### src/rtl/fetch_unit.sv
// Instruction fetch stage: PC, ROM address, instruction register with valid/ready to decode.
// Optional FETCH_PERF_EN adds a saturating stall_cnt output counting decode back-pressure cycles.
module fetch_unit #(
  parameter logic [7:0] RESET_PC    = 8'h00,
  parameter logic [4:0] STOP_OPCODE = 5'b10111
) (
  input  logic        clk,
  input  logic        rst_n,
  output logic [7:0]  rom_addr,
  input  logic [15:0] rom_data,
  output logic [15:0] ir,
  output logic [7:0]  ir_pc,
  output logic        ir_valid,
  input  logic        ir_ready,
  input  logic        redirect,
  input  logic [7:0]  redirect_addr,
  output logic        halted
`ifdef FETCH_PERF_EN
  ,
  output logic [15:0] stall_cnt
`endif
);

  typedef enum logic [1:0] {
    RUN   = 2'd0,
    DRAIN = 2'd1,
    HALT  = 2'd2
  } state_t;

  state_t     state;
  logic [7:0] pc;
  logic       load;
  logic       accept;

  assign rom_addr = pc;
  assign accept   = ir_valid && ir_ready;
  assign load     = (state == RUN) && (!ir_valid || ir_ready) && !redirect;

  always_ff @(posedge clk or negedge rst_n) begin
    if (!rst_n) begin
      state    <= RUN;
      pc       <= RESET_PC;
      ir       <= '0;
      ir_pc    <= '0;
      ir_valid <= 1'b0;
      halted   <= 1'b0;
    end else begin
      unique case (state)
        RUN, DRAIN: begin
          // Redirect outranks both a fetch and the DRAIN->HALT step; the in-flight word is dropped.
          if (redirect) begin
            pc       <= redirect_addr;
            ir_valid <= 1'b0;
            state    <= RUN;
          end else if (load) begin
            ir       <= rom_data;
            ir_pc    <= pc;
            ir_valid <= 1'b1;
            pc       <= pc + 8'd1;
            if (rom_data[15:11] == STOP_OPCODE) state <= DRAIN;
          end else if (accept) begin
            ir_valid <= 1'b0;
            if (state == DRAIN) begin
              state  <= HALT;
              halted <= 1'b1;
            end
          end
        end
        HALT: begin
          ir_valid <= 1'b0;
          halted   <= 1'b1;
        end
        default: state <= RUN;
      endcase
    end
  end

`ifdef FETCH_PERF_EN
  always_ff @(posedge clk or negedge rst_n) begin
    if (!rst_n) begin
      stall_cnt <= '0;
    end else if (ir_valid && !ir_ready && (stall_cnt != '1)) begin
      stall_cnt <= stall_cnt + 16'd1;
    end
  end
`endif

endmodule
### config.mk
export PLATFORM = sky130hd
export DESIGN_NAME = fetch_unit
export DESIGN_NICKNAME = d
export VERILOG_FILES = /design/src/rtl/fetch_unit.sv
export SDC_FILE = /design/constraint.sdc
export NUM_CORES = 1
export LEC_CHECK = 0
export ABC_AREA = 1
export BUFFER_PORTS_ARGS = -buffer_cell sky130_fd_sc_hd__buf_2
export CAP_MARGIN = 20
export CORE_MARGIN = 8
export CORE_UTILIZATION = 45
export CTS_BUF_LIST = sky130_fd_sc_hd__clkbuf_16
export DETAILED_ROUTE_END_ITERATION = 10
export PLACE_DENSITY_LB_ADDON = 0.1
export SLEW_MARGIN = 20
export SYNTH_ARGS = -nofsm -noshare
export SYNTH_HDL_FRONTEND = slang
export SYNTH_SLANG_ARGS = --single-unit
### constraint.sdc
create_clock -name clk -period 1.2 [get_ports clk]
set_input_delay 0.18 -clock clk [delete_from_list [all_inputs] [get_ports clk]]
set_output_delay 0.18 -clock clk [all_outputs]
set_load 0.01 [all_outputs]
# After elaboration in Yosys (flattened, before gate mapping)
# Cells that the tools add are included.
word_totals:
  reg_bits: 36
  input_bits: 28
  out_inout_bits: 34
  elab_cells: 51
classes:
  addsub: 1
  eq_ne: 10
  muxes: 17
  n_bitwise: 2
  n_reduce_logical: 15
ops:
  columns: ["cell", "count"]
  rows:
  - ["$mux 8", 2]
  - ["$ne 4x4->1 const B", 3]
  - ["$mux 2", 5]
  - ["$add 8x1->8 const B", 1]
  - ["$ne 2x2->1 const B", 4]
  - ["$mux 1", 7]
  - ["$eq 5x5->1 const B", 1]
  - ["$reduce_and 5->1", 1]
  - ["$pmux 1 s2", 2]
  - ["$pmux 2 s2", 1]
  - ["$reduce_and 2->1", 2]
  - ["$reduce_and 4->1", 1]
  - ["$reduce_bool 2->1", 2]
  - ["$logic_and 1x1->1", 3]
  - ["$reduce_and 3->1", 1]
  - ["$eq 2x1->1 const B", 1]
  - ["$eq 2x2->1 const B", 1]
  - ["$logic_not 1->1", 2]
  - ["$logic_not 2->1", 1]
  - ["$not 1->1", 2]
  - ["$reduce_or 2->1", 1]
  - ["$logic_or 1x1->1", 1]

# Depth between registers and ports, before layout
depth:
  ltp_word: 7
  mapped_depth: 8
  depth_no_buf: 8

# Least setup slack after synthesis
# Ideal clock, no wire load.
synth_path:
  kind: "reg-to-reg"
  start: "register pc[0] (netlist: rom_addr[0])"
  end: "register pc[6] (netlist: rom_addr[6])"
  setup_ns: 0.116
  arrival_time_ns: 1.068
  t_required_ns: 1.084
  setup_slack_ns: 0.015
  path_stages_with_launch: 7
  n_path_buf: 0
  cell_sequence: "dfrtp_1 ha_1 nand3_1 o21ai_0 nand3_1 nand2_1 nand2_1"
synth_via:
  elab_chain_len: 3
synth_lines:
  columns: ["element", "line", "source"]
  rows:
  - ["start: declaration", "31", "logic [7:0] pc;"]
  - ["start signal: assignment", "52", "pc <= redirect_addr;"]
  - ["start signal: assignment", "59", "pc <= pc + 8'd1;"]
  - ["$add 8x1->8", "59", null]
  - ["$mux 8", "55", "end else if (load) begin"]
  - ["$mux 8", "51", "if (redirect) begin"]
# Every way passes these cells. The select of a mux whose other input is x is not followed.
# A chain may end at the register's enable or synchronous reset.

# Final worst setup path
layout_path:
  start: "register pc[2] (netlist: rom_addr[2])"
  end: "output port rom_addr[2]"
layout_lines:
  columns: ["element", "line", "source"]
  rows:
  - ["end: declaration", "9", "output logic [7:0] rom_addr,"]
# No word-level cell between the ends.

==> reports/results.ini <==
[cells_and_area]
areaGrowthSynthToFinish_pct = 37.59
final_cells = 336
n_fill_cell = 336
antennaDiodeCount = 0
num-nets-final = 316
utilization_pct = 64.42
drive_gt1_share_pct = 36.46
stdcell_area_sq_um = 2359

[logic_synthesis]
synth_nets = 237
avgSynthCellArea_sq_um = 8.241
ys_warn_count = 0
yosys.area.top_type = dfrtp_1
yosysSeqAreaShare_pct = 52.55
ys_types = 24
synth_seq_cells = 36
synthTopCellsByArea = dfrtp_1 53%, nand2_1 20%, inv_1 3.7%
yosys.area.top_type_share_pct = 52.55
syn-instance-count = 208
syn_area_sq_um = 1714

[power]
swShare_pct = 30.73
power_frac_seq_pct = 41.4
power_density_nw_per_um2 = 1608
switchingPower_uw = 1166
power.internal_uw = 2628
p_leak_uw = 0.001316
pwr-share-comb_pct = 27.5
clkPwrFrac_pct = 31.1
ir_worst_vdd_mv = 0.9707

[clock_network]
clock-sinks = 36
cts_buffers = 5
clock_path_buffers = 2
clk_transition_reported_paths_ns = 0.05
root_buffer = clkbuf_16
clock_latency_ns = 0.27
cts_max_level = 2
cts_tree = yes

[critical_path]
cp.required_ns = 1.02
cp-start-kind = flip-flop
critPathMaxFanout = 5
critical_path_class = flip-flop to output pin
crit_family = flip-flops
cpMaxStageDelayCell = dfrtp_2
critical_path.cell_chain = buf_4 > buf_2
arrival_ns = 0.98
end_kind = output pin
crit_buf_inv = 2
slowest_delay_ns = 0.43

[route]
drtIter0Drc = 77
ant_nets = 0
drt_first_pass_iters = 4
wl_per_cell_um = 12.45
drt_wl_total_um = 4184
num_vias = 1611
drcViolationCount = 0
viasPerCell = 4.795

[placed_design]
dp.cells = 322
portBuffers = 61
place_congestion = 0.7996
hpwl_um = 3092
pre_cts_slack_ns = 0.03748
place_area_sq_um = 2150

[timing]
setup_viol_count_final = 0
slew_violations = 0
grt_setup_unrepaired = true
final.period_utilization_pct = 96.55
min_period_ns = 1.159
relSlewSlack_pct = 76.25
setup_ws_ns = 0.04144
skew_ns = 0.001991
fmax_mhz = 863.1
hold_violations = 0
fin_setup_tns_ns = 0
tightest_slew_ns = 0.3563

[outcome]
outcome = finished clean

[grt]
grt-ovfl-total = 0
grt_pass1_vias = 1600
track_usage_pct = 14.22
grt_max_degree = 35
antenna_found_initial = 0
grt_pass1_wl_um = 7086

[floorplan]
fp.coreArea_sq_um = 3661
die_area_sq_um = 6040
die_h_um = 77.72
num_rows = 22
io_pins = 62
die_x_um = 77.72
initial_utilization_pct = 46.82

[worst_hold_path]
min_path_type = input pin to flip-flop

[flow_run]
drv_cap = 0

==> cells in the mapped netlist <==
master / n
nand2_4: 1
inv_4: 2
nor3_1: 1
nor2_1: 7
buf_6: 2
nand4_1: 2
ha_1: 1
nand3_4: 1
a21oi_1: 1
or2_2: 2
xnor2_1: 1
o21ai_0: 9
buf_2: 1
inv_1: 17
nand2_2: 2
nand2_1: 91
buf_4: 3
o21ai_2: 4
o211ai_1: 2
nor2_4: 2
dfrtp_1: 36
nand3_1: 12
o21ai_1: 5
nor2_2: 3
==> worst paths after layout <==
kind	cells after the start	from	slack (ns)	to
setup / recovery	2	rom_addr[2]	0.04	rom_addr[2]
hold / removal	3	rom_data[7]	0.1	ir[7]
setup reg to reg	6	ir_valid	0.06	rom_addr[4]
hold reg to reg	2	halted	0.45	halted
max in group asynchronous	3	rst_n	0.42	ir[0]
min in group asynchronous	2	rst_n	0.35	rom_addr[5]
==> power groups by stage <==
stage          clock network, uW  registers, uW  logic (uW)
3_3_place_gp                   0           1580         995
6_report                    1180           1570        1040
3_5_place_dp                   0           1580        1010
4_1_cts                     1210           1570        1020
2_1_floorplan                  0           1680         447
5_1_grt                     1270           1600        1170
==> area by class of cell <==
| class | instances | area (sq um) | share of cell area, % |
|---|---|---|---|
| sequential | 36 | 903.4 | 38.30 |
| multi-input combinational | 148 | 716.9 | 30.40 |
| timing repair buffer | 77 | 465.4 | 19.73 |
| clock buffer | 5 | 125.1 | 5.305 |
| inverter | 19 | 76.32 | 3.236 |
| tap | 48 | 60.06 | 2.546 |
| clock inverter | 3 | 11.26 | 0.4775 |
==> cells by family after synthesis <==
family	after synthesis	share of synthesized area [%]
flops	36	52.55
xor+xnor	1	0.5110
fa+ha+maj	1	0.7298
buf+inv	25	7.372
compound gates	21	7.298
simple gates	124	31.53
==> timing repair <==
action	in CTS	in global routing
resized for setup	0	9
hold endpoints to repair	13	0
setup endpoints to repair	0	20
setup buffers	0	4
hold buffers	1	0
==> sequential cells by signal, indices dropped and copies added, names as in the netlist <==
| signal | flops |
|---|---|
| ir | 16 |
| ir_valid | 1 |
| halted | 1 |
| rom_addr | 8 |
| state | 2 |
| ir_pc | 8 |
==> worst register-to-register path, stage by stage (launching register included) <==
cell and delay [ns]:
dfrtp_1 0.42, nand2_2 0.11, nand3_4 0.13, buf_4 0.14, nand2_4 0.06, o211ai_1 0.10
nand2_1 0.07
==> metal layers <==
layer	GRT usage (%)	part of all wire (%)	routed length, um
met4	3.396	0.57	24
met5	0	0	0
met3	6.106	6.4	268
met2	24.06	50	2082
met1	16.12	43	1808
==> stage by stage <==
| step | hold slack, ns | power (uW) |
|---|---|---|
| floorplan | -0.1156 | 2128 |
| global placement | 0.1066 | 2572 |
| detailed placement | 0.1046 | 2588 |
| CTS | 0.09490 | 3801 |
| global route | 0.1060 | 4046 |
| finish | 0.09932 | 3794 |
==> cell usage in the layout (no fill, tap or decap), drive strengths merged <==
cell type and count:
dfrtp 36, xnor2 1, nand4 2, dlygate4sd3 1, o21ai 18, buf 76, nor2 12, ha 1
or2 2, clkinv 1, inv 21, nand2 95, nand3 13, a21oi 1, o211ai 2, nor3 1
clkbuf 5
Power figures use the tool's default switching activity.
